$ cat src/rtl/bit_stream_decoder.sv
`default_nettype none
// ============================================================================
// Module   : bit_stream_decoder
// Brief    : NRZI line decoder with bit unstuffing, PID/CRC5/CRC16/length
//            checking and one-cycle packet result pulses at end-of-packet.
// Revision : 1.0 - initial release
// ============================================================================
module bit_stream_decoder (
    input  logic        clk,
    input  logic        rst,
    input  logic        bit_in,
    input  logic        in_valid,
    input  logic        eop,
    output logic        pkt_valid,
    output logic        pkt_err,
    output logic [1:0]  err_code,
    output logic [7:0]  pid_out,
    output logic [6:0]  addr_out,
    output logic [3:0]  endp_out,
    output logic [63:0] data_out
);
    localparam logic [2:0]  c_ST_IDLE      = 3'd0;
    localparam logic [2:0]  c_ST_PID       = 3'd1;
    localparam logic [2:0]  c_ST_BODY      = 3'd2;
    localparam logic [2:0]  c_ST_WAIT_EOP  = 3'd3;
    localparam logic [2:0]  c_ST_DISCARD   = 3'd4;

    localparam logic [1:0]  c_ERR_PID      = 2'd0;
    localparam logic [1:0]  c_ERR_CRC      = 2'd1;
    localparam logic [1:0]  c_ERR_STUFF    = 2'd2;
    localparam logic [1:0]  c_ERR_LENGTH   = 2'd3;

    localparam logic [1:0]  c_KIND_TOKEN   = 2'd0;
    localparam logic [1:0]  c_KIND_DATA    = 2'd1;
    localparam logic [1:0]  c_KIND_HAND    = 2'd2;

    localparam logic [7:0]  c_SYNC         = 8'b0000_0001;
    localparam logic [6:0]  c_PID_LAST     = 7'd7;
    localparam logic [6:0]  c_TOKEN_LAST   = 7'd15;
    localparam logic [6:0]  c_DATA_LAST    = 7'd79;
    localparam logic [4:0]  c_CRC5_POLY    = 5'b00101;
    localparam logic [15:0] c_CRC16_POLY   = 16'h8005;
    localparam logic [4:0]  c_CRC5_RES     = 5'b01100;
    localparam logic [15:0] c_CRC16_RES    = 16'h800D;

    logic [2:0]  r_state;
    logic [2:0]  w_next_state;
    logic        r_prev_line;
    logic [7:0]  r_sync_sr;
    logic [2:0]  r_ones;
    logic [6:0]  r_cnt;
    logic [7:0]  r_pid;
    logic [1:0]  r_kind;
    logic [79:0] r_body;
    logic [4:0]  r_crc5;
    logic [15:0] r_crc16;
    logic [1:0]  r_err_latched;

    logic        w_bit_en;
    logic        w_dec;
    logic        w_active;
    logic        w_stuff_slot;
    logic        w_stuff_drop;
    logic        w_stuff_err;
    logic        w_data_bit;
    logic        w_sync_hit;
    logic [7:0]  w_pid_byte;
    logic        w_pid_ok;
    logic [1:0]  w_pid_kind;
    logic        w_pid_last;
    logic        w_body_last;
    logic [4:0]  w_crc5_next;
    logic [15:0] w_crc16_next;
    logic        w_crc_ok;
    logic        w_emit_valid;
    logic        w_emit_err;
    logic [1:0]  w_emit_code;
    logic        w_err_set;
    logic [1:0]  w_err_new;
    logic [63:0] w_data_bytes;

    assign w_bit_en     = in_valid & ~eop;
    assign w_dec        = (bit_in == r_prev_line);
    assign w_active     = (r_state == c_ST_PID) | (r_state == c_ST_BODY) | (r_state == c_ST_WAIT_EOP);
    // A decoded bit following six consecutive ones is a stuff slot, never data.
    assign w_stuff_slot = (r_ones == 3'd6);
    assign w_stuff_drop = w_bit_en & w_active & w_stuff_slot & ~w_dec;
    assign w_stuff_err  = w_bit_en & w_active & w_stuff_slot & w_dec;
    assign w_data_bit   = w_bit_en & w_active & ~w_stuff_slot;
    assign w_sync_hit   = w_bit_en & (r_state == c_ST_IDLE) & ({r_sync_sr[6:0], w_dec} == c_SYNC);

    assign w_pid_byte   = {w_dec, r_pid[7:1]};
    assign w_pid_last   = (r_state == c_ST_PID) & w_data_bit & (r_cnt == c_PID_LAST);
    assign w_body_last  = (r_state == c_ST_BODY) & w_data_bit &
                          (r_cnt == ((r_kind == c_KIND_DATA) ? c_DATA_LAST : c_TOKEN_LAST));

    assign w_crc5_next  = {r_crc5[3:0], 1'b0} ^ ((w_dec ^ r_crc5[4]) ? c_CRC5_POLY : 5'd0);
    assign w_crc16_next = {r_crc16[14:0], 1'b0} ^ ((w_dec ^ r_crc16[15]) ? c_CRC16_POLY : 16'd0);
    assign w_crc_ok     = (r_kind == c_KIND_DATA) ? (w_crc16_next == c_CRC16_RES)
                                                  : (w_crc5_next == c_CRC5_RES);

    always_comb begin
        w_pid_ok   = 1'b0;
        w_pid_kind = c_KIND_TOKEN;
        if (w_pid_byte[7:4] == ~w_pid_byte[3:0]) begin
            case (w_pid_byte[3:0])
                4'h1, 4'h9, 4'hD: begin w_pid_ok = 1'b1; w_pid_kind = c_KIND_TOKEN; end
                4'h3, 4'hB:       begin w_pid_ok = 1'b1; w_pid_kind = c_KIND_DATA;  end
                4'h2, 4'hA, 4'hE: begin w_pid_ok = 1'b1; w_pid_kind = c_KIND_HAND;  end
                default:          begin w_pid_ok = 1'b0; w_pid_kind = c_KIND_TOKEN; end
            endcase
        end
    end

    always_ff @(posedge clk) begin
        if (rst) begin
            r_state <= c_ST_IDLE;
        end else begin
            r_state <= w_next_state;
        end
    end

    always_comb begin
        w_next_state = r_state;
        if (eop) begin
            w_next_state = c_ST_IDLE;
        end else begin
            case (r_state)
                c_ST_IDLE: begin
                    if (w_sync_hit) w_next_state = c_ST_PID;
                end
                c_ST_PID: begin
                    if (w_stuff_err)                 w_next_state = c_ST_DISCARD;
                    else if (w_pid_last && !w_pid_ok) w_next_state = c_ST_DISCARD;
                    else if (w_pid_last)             w_next_state = (w_pid_kind == c_KIND_HAND) ? c_ST_WAIT_EOP : c_ST_BODY;
                end
                c_ST_BODY: begin
                    if (w_stuff_err)      w_next_state = c_ST_DISCARD;
                    else if (w_body_last) w_next_state = w_crc_ok ? c_ST_WAIT_EOP : c_ST_DISCARD;
                end
                c_ST_WAIT_EOP: begin
                    if (w_stuff_err || w_data_bit) w_next_state = c_ST_DISCARD;
                end
                c_ST_DISCARD: begin
                    w_next_state = c_ST_DISCARD;
                end
                default: begin
                    w_next_state = c_ST_IDLE;
                end
            endcase
        end
    end

    always_comb begin
        w_emit_valid = eop & (r_state == c_ST_WAIT_EOP);
        w_emit_err   = eop & ((r_state == c_ST_PID) | (r_state == c_ST_BODY) | (r_state == c_ST_DISCARD));
        w_emit_code  = (r_state == c_ST_DISCARD) ? r_err_latched : c_ERR_LENGTH;
        w_err_set    = 1'b0;
        w_err_new    = c_ERR_PID;
        if (!eop) begin
            if (w_stuff_err) begin
                w_err_set = 1'b1;
                w_err_new = c_ERR_STUFF;
            end else if (w_pid_last && !w_pid_ok) begin
                w_err_set = 1'b1;
                w_err_new = c_ERR_PID;
            end else if (w_body_last && !w_crc_ok) begin
                w_err_set = 1'b1;
                w_err_new = c_ERR_CRC;
            end else if ((r_state == c_ST_WAIT_EOP) && w_data_bit) begin
                w_err_set = 1'b1;
                w_err_new = c_ERR_LENGTH;
            end
        end
    end

    // Body bits are shifted in LSB first, so body bit i ends up in r_body[i].
    always_comb begin
        w_data_bytes = 64'd0;
        for (int k = 0; k < 8; k++) begin
            w_data_bytes[63 - 8*k -: 8] = r_body[8*k +: 8];
        end
    end

    always_ff @(posedge clk) begin
        if (rst) begin
            r_prev_line   <= 1'b1;
            r_sync_sr     <= 8'hFF;
            r_ones        <= 3'd0;
            r_cnt         <= 7'd0;
            r_pid         <= 8'd0;
            r_kind        <= c_KIND_TOKEN;
            r_body        <= 80'd0;
            r_crc5        <= 5'h1F;
            r_crc16       <= 16'hFFFF;
            r_err_latched <= c_ERR_PID;
            pkt_valid     <= 1'b0;
            pkt_err       <= 1'b0;
            err_code      <= 2'd0;
            pid_out       <= 8'd0;
            addr_out      <= 7'd0;
            endp_out      <= 4'd0;
            data_out      <= 64'd0;
        end else begin
            if (eop)           r_prev_line <= 1'b1;
            else if (in_valid) r_prev_line <= bit_in;

            // An idle line decodes as ones, so 0xFF can never complete a false SYNC.
            if (eop || r_state != c_ST_IDLE) r_sync_sr <= 8'hFF;
            else if (w_bit_en)               r_sync_sr <= {r_sync_sr[6:0], w_dec};

            if (eop)               r_ones <= 3'd0;
            else if (w_sync_hit)   r_ones <= 3'd1;
            else if (w_stuff_drop) r_ones <= 3'd0;
            else if (w_data_bit)   r_ones <= w_dec ? r_ones + 3'd1 : 3'd0;

            if (w_sync_hit || w_pid_last) r_cnt <= 7'd0;
            else if (w_data_bit)          r_cnt <= r_cnt + 7'd1;

            if (w_sync_hit)                               r_err_latched <= c_ERR_PID;
            else if (w_err_set)                           r_err_latched <= w_err_new;

            if ((r_state == c_ST_PID) && w_data_bit) r_pid <= w_pid_byte;
            if (w_pid_last) begin
                r_kind  <= w_pid_kind;
                r_crc5  <= 5'h1F;
                r_crc16 <= 16'hFFFF;
            end
            if ((r_state == c_ST_BODY) && w_data_bit) begin
                r_body  <= {w_dec, r_body[79:1]};
                r_crc5  <= w_crc5_next;
                r_crc16 <= w_crc16_next;
            end

            pkt_valid <= w_emit_valid;
            pkt_err   <= w_emit_err;
            if (w_emit_err) err_code <= w_emit_code;
            if (w_emit_valid) begin
                pid_out  <= r_pid;
                addr_out <= (r_kind == c_KIND_TOKEN) ? r_body[70:64] : 7'd0;
                endp_out <= (r_kind == c_KIND_TOKEN) ? r_body[74:71] : 4'd0;
                data_out <= (r_kind == c_KIND_DATA)  ? w_data_bytes  : 64'd0;
            end
        end
    end
endmodule
`default_nettype wire

$ cat config.mk
export PLATFORM = sky130hd
export DESIGN_NAME = bit_stream_decoder
export DESIGN_NICKNAME = d
export VERILOG_FILES = /design/src/rtl/bit_stream_decoder.sv
export SDC_FILE = /design/constraint.sdc
export NUM_CORES = 1
export LEC_CHECK = 0
export ABC_AREA = 1
export CORE_MARGIN = 2
export CORE_UTILIZATION = 56
export DETAILED_ROUTE_END_ITERATION = 7
export PLACE_DENSITY_LB_ADDON = 0.05
export RECOVER_POWER = 25
export SLEW_MARGIN = 10
export SYNTH_ARGS = -nofsm -noshare
export SYNTH_HDL_FRONTEND = slang
export SYNTH_SLANG_ARGS = --single-unit
$ cat constraint.sdc
create_clock -name clk -period 2.7 [get_ports clk]
set_input_delay 0.81 -clock clk [delete_from_list [all_inputs] [get_ports clk]]
set_output_delay 0.81 -clock clk [all_outputs]
set_load 0.02 [all_outputs]
# Yosys cells after proc, flatten, opt, wreduce, memory -nomap -nowiden

Memory sizes are Yosys's and may differ from the RTL's. A register that Yosys moved wholly into a read port is not among the register bits.
Cells that the tools add are included.
W data, S select, Z words.

Bits in registers: 221
Memories kept: 1
Output and inout bits: 87
Logic and storage cells: 126
Bits in read-only memories: 48
Bits in writable memories: 0
Latch bits: 0

Add/sub/neg operators: 2
Shift-type cells: 0
Div/mod/pow operators: 0
Bitwise gates (word level): 25
Reductions and logical operators: 21
Multiply operators: 0
Equal/unequal tests: 18
Mux-type cells: 40
$lt $le $gt $ge: 0

Memories:

| memory          | words | bits a word | read ports | clocked after Yosys merged registers in | wr ports | RTL line | source |
|---|---|---|---|---|---|---|---|
| (no name shown) | 16    | 3           | 1          | 1                                       | 0        | 106      | `case (w_pid_byte[3:0])` |

Operator list:

| operator               | count |
|---|---|
| $mux W64               | 1 |
| $mux W16               | 3 |
| $mux W3                | 10 |
| $eq A16 B16 Y1 const B | 1 |
| $xor A16 B16 Y16       | 1 |
| $pmux W3 S5            | 1 |
| $and A1 B1 Y1          | 14 |
| $mux W2                | 7 |
| $mux W7                | 2 |
| $mux W4                | 3 |
| $mux W1                | 11 |
| $mux W5                | 2 |
| $eq A8 B1 Y1 const B   | 1 |
| $reduce_or A2 Y1       | 4 |
| $add A7 B1 Y7 const B  | 1 |
| $eq A7 B3 Y1 const B   | 1 |
| $eq A7 B7 Y1           | 1 |
| $eq A3 B2 Y1 const B   | 2 |
| $eq A3 B3 Y1 const B   | 2 |
| $reduce_bool A3 Y1     | 2 |
| $eq A5 B4 Y1 const B   | 1 |
| $logic_and A1 B1 Y1    | 5 |
| $xor A5 B3 Y5          | 1 |
| $eq A4 B4 Y1           | 1 |
| 19 further kinds       | 28 |

# Logic depth before layout (Yosys ltp)

Word-level depth: 12
Gate-level depth with buffers: 14
Gate-level depth less buffers: 13

# Least setup slack after synthesis

No wires, ideal clock.

Kind: input to register
Start point: input port eop
End point: register (tool-made name)
Path buffers: 1
Setup time: 0.122 ns
Cell stages on the path: 11
Data arrival time: 2.176 ns
Data required time: 2.578 ns
Setup slack: 0.402 ns
Path through: inv_2 -> nand2_4 -> inv_4 -> nand3_2 -> clkbuf_1 -> nor2_1 -> nor2_1 -> inv_1 -> ha_1 -> nand3_1 -> o21ai_0

RTL lines:

| item        | RTL line | source |
|---|---|---|
| from (decl) | 13       | `input logic eop,` |

# Worst setup path after layout

Start point: input port eop
End point: register data_out[36]

Word-level cells in the longest chain between the ends: 1

RTL lines:

| item                 | RTL line | source |
|---|---|---|
| $and A1 B1 Y1        | 155      | `w_emit_valid = eop & (r_state == c_ST_WAIT_EOP);` |
| to (signal assigned) | 242      | `data_out <= (r_kind == c_KIND_DATA) ? w_data_bytes : 64'd0;` |
| to (decl)            | 20       | `output logic [63:0] data_out` |

Every way passes these cells.
A chain may end at the register's enable or synchronous reset.

==> impl_summary.log <==
[metrics] slew of the pin with the lowest slew margin: 0.861 ns
[metrics] count of antenna-violating nets left after detailed routing: 0
[metrics] TritonCTS clock tree: yes
[metrics] Setup Skew: 0.00969 ns
[metrics] total number of vias: 7386
[metrics] Reg clk slew, reported paths: 0.06 ns
[metrics] pre-CTS setup slack: 0.0688 ns
[metrics] drt first-iter violations: 657
[metrics] Worst-Skew Late Latency: 0.52 ns
[metrics] commonest cells after routing, fill and taps aside: 224 x sky130_fd_sc_hd__dfxtp_1, 216 x sky130_fd_sc_hd__nor2_1, 194 x sky130_fd_sc_hd__nand2_1
[metrics] Max Fclk: 0.423 GHz
[metrics] buffer type at the clock tree root: sky130_fd_sc_hd__clkbuf_16
[metrics] Final Cycle Share: 87.5%
[metrics] number of buffers created by CTS: 23
[metrics] worst slack on hold paths: 0.465 ns
[metrics] Avg WL per Cell: 13.1 microns
[metrics] post-CTS setup buffer count: 0
[metrics] DPL Wire Length: 10.9 mm
[metrics] placed cell count: 1356
[metrics] initial antenna violation count: 0
[metrics] Clock Path Buffers: 3
[metrics] total nets after synthesis: 1132
[metrics] largest net degree at the start of global routing: 182
[metrics] non-filler instance count after layout: 1398
[metrics] Critical Path Start Type: input port
[metrics] die area: 16200 sq um
[metrics] Starting Density: 56.7%
[metrics] I/O pin cnt: 92
[metrics] number of inserted diodes: 0
[metrics] power density over the cells: 660 nW/um^2
[metrics] Remaining DRCs: 0
[metrics] post-route setup slack: 0.338 ns
[metrics] overall fraction of global-route tracks in use: 22.7%
[metrics] area of the mapped netlist: 8530 sq um
[metrics] Vias per Instance: 5.28
[metrics] static power due to leakage: 0.00488 uW
[metrics] area of the core region: 15000 sq um
[metrics] Most Frequent Cell on Critical Path: sky130_fd_sc_hd__nand2_1
[metrics] Final Setup Violations: 0
[metrics] endpoints failing hold: 0
[metrics] slowest CP cell: sky130_fd_sc_hd__clkbuf_4
[metrics] aggregate routed wire length: 18.4 mm
[metrics] Hold/Removal Path Class: register to register
[metrics] via count of the first global-routing pass: 6588
[metrics] ratio of cells with drive above 1 in the final layout: 6.78%
[metrics] maximum level of the CTS H-tree: 1
[metrics] CP required: 3.16 ns
[metrics] Critical Path, Cell by Cell: clkdlybuf4s50_1 -> buf_4 -> nand2_1 -> nor2_4 -> clkbuf_4 -> nand3_1 -> nand2_1
[metrics] Relative slew margins: 42.6%
[metrics] height of the chip: 127 microns
[metrics] number of buffers added to fix hold violations after cts: 0
[metrics] maximum resistive drop on vdd: 0.000529 V
[metrics] Tmin final: 2.36 ns
[metrics] Std-Cell Rows: 45
[metrics] area growth from synthesis to layout: 22.6%
[metrics] status: completed
[metrics] layout filler cell count: 1285
[metrics] Resized Gates After CTS: 0
[metrics] Buffers on Ports: 91
[metrics] Overflow after GRT: 0
[metrics] Pre-Repair DR Iteration Count: 7
[metrics] die boundary width: 127 microns
[metrics] number of different library cells in the post-synthesis netlist: 33
[metrics] Post-layout nets: 1205
[metrics] sequential fraction of the synthesis area: 52.6%
[metrics] worst-path fanout max: 76
[metrics] number of synthesized register bits: 224
[metrics] Avg Inst Size Synth: 7.62 sq um
[metrics] reg2reg setup slack: 0.52 ns
[metrics] Final TNS setup: 0 ns
[metrics] critical path data arrival time: 2.82 ns
[metrics] leading cell type in the layout, fill and taps excluded: sky130_fd_sc_hd__dfxtp_1
[metrics] synthesis warning total: 0
[metrics] Gate Count Post-Synth: 1120
[metrics] area taken by flip-flops and latches: 4480 sq um
[metrics] Worst Setup End Kind: register
[metrics] Critical Setup Path Class: input port to register
[metrics] routability congestion estimate: 0.899
[metrics] total design power: 6910 uW
[metrics] number of slew-limit violations in the final report: 0
[metrics] TritonCTS Sinks: 224
[metrics] number of maximum-capacitance violations: 0
[metrics] longest individual stage delay on the worst path: 0.69 ns
[metrics] first-pass GRT wire length: 31.4 mm
[metrics] unrepaired setup endpoints after global routing: false
[metrics] total area of multi-input combinational cells: 3510 sq um
==> metrics by stage <==
stage,utilization (%),instance area [sq um]
CTS,69.9,10500
global placement,64.1,9640
floorplan,-,8530
finish,69.6,10500
global route,69.6,10500
detailed placement,64.1,9640
==> synth_stat cells <==
library cell / n / area [sq um]
sky130_fd_sc_hd__nor3_1: 3 / 15.0
sky130_fd_sc_hd__o22ai_1: 20 / 125
sky130_fd_sc_hd__a21oi_1: 24 / 120
sky130_fd_sc_hd__ha_1: 7 / 87.6
sky130_fd_sc_hd__nand2_1: 193 / 724
sky130_fd_sc_hd__a211oi_2: 1 / 12.5
sky130_fd_sc_hd__nor2_2: 4 / 25.0
sky130_fd_sc_hd__xor2_1: 5 / 43.8
sky130_fd_sc_hd__clkbuf_1: 42 / 158
sky130_fd_sc_hd__or2_2: 2 / 12.5
sky130_fd_sc_hd__inv_2: 2 / 7.51
sky130_fd_sc_hd__clkinv_4: 1 / 8.76
sky130_fd_sc_hd__buf_1: 3 / 11.3
sky130_fd_sc_hd__nand3_1: 171 / 856
sky130_fd_sc_hd__nor2_1: 217 / 815
sky130_fd_sc_hd__buf_4: 5 / 37.5
sky130_fd_sc_hd__buf_2: 19 / 95.1
sky130_fd_sc_hd__a211oi_1: 3 / 22.5
sky130_fd_sc_hd__nand2_4: 1 / 11.3
sky130_fd_sc_hd__a31oi_1: 1 / 6.26
sky130_fd_sc_hd__nor2_4: 2 / 22.5
sky130_fd_sc_hd__xnor2_1: 2 / 17.5
sky130_fd_sc_hd__o211ai_1: 6 / 45.0
sky130_fd_sc_hd__nor4_1: 1 / 6.26
sky130_fd_sc_hd__o21ai_1: 1 / 5.00
sky130_fd_sc_hd__inv_4: 1 / 6.26
sky130_fd_sc_hd__nand4_1: 3 / 18.8
sky130_fd_sc_hd__inv_1: 54 / 203
sky130_fd_sc_hd__nand2_2: 1 / 6.26
sky130_fd_sc_hd__o21ai_0: 98 / 490
sky130_fd_sc_hd__buf_6: 1 / 11.3
sky130_fd_sc_hd__dfxtp_1: 224 / 4480
sky130_fd_sc_hd__nand3_2: 2 / 20.0
==> metal layers <==
layer	share of wire (%)	global-route usage, %
met5	0	0
met4	1.4	5.95
met3	4.0	3.10
met2	45	36.2
met1	49	32.6
==> logic make-up (layout without fill, tap and decap cells) <==
group           after synthesis  in the layout  synth area share [%]
compound gates              154            154                  9.69
xor+xnor                      7              7                 0.719
fa+ha+maj                     7              7                  1.03
buf+inv                     128            218                  6.31
flops                       224            224                  52.6
simple gates                600            600                  29.7
==> path summary, 6_finish.rpt <==
kind              startpoint           end  cells after the start
hold / removal    pid_out[0]    pid_out[0]                      2
setup reg to reg  r_state[2]  data_out[36]                      8
hold reg to reg   pid_out[0]    pid_out[0]                      2
setup / recovery         eop  data_out[36]                      7
==> worst max-delay path: cells and delay by family <==
kind | cells | cell delay, ns
AND/OR/NAND/NOR | 4 | 0.66
buffers and inverters | 3 | 1.31
==> registers in the layout (all words and copies together) (netlist names), named ones only <==
| register | flops |
|---|---|
| endp_out | 4 |
| r_err_latched | 2 |
| pkt_err | 1 |
| r_ones | 3 |
| r_kind | 2 |
| r_state | 3 |
| addr_out | 7 |
| r_crc5 | 5 |
| data_out | 64 |
| r_pid | 8 |
| r_crc16 | 16 |
| r_prev_line | 1 |
| err_code | 2 |
| r_cnt | 7 |
| r_sync_sr | 7 |
| pkt_valid | 1 |
| pid_out | 8 |
| r_body | 80 |
==> final cells by class <==
class	count	area share (%)
Clock inverter	10	1.66
Multi-Input combinational cell	768	33.5
Inverter	58	2.18
Sequential cell	224	42.9
Timing Repair Buffer	118	10.9
Tap cell	188	2.25
Clock buffer	32	6.59
==> report_power, final <==
part           total (uW)  internal, uW  leakage [uW]  switching [uW]
sequential           3310          3310       0.00180            2.26
clock                3490          2180      0.000421            1310
combinational         108          31.2       0.00265            76.3
Note: power is estimated with default switching activity, not from simulation.
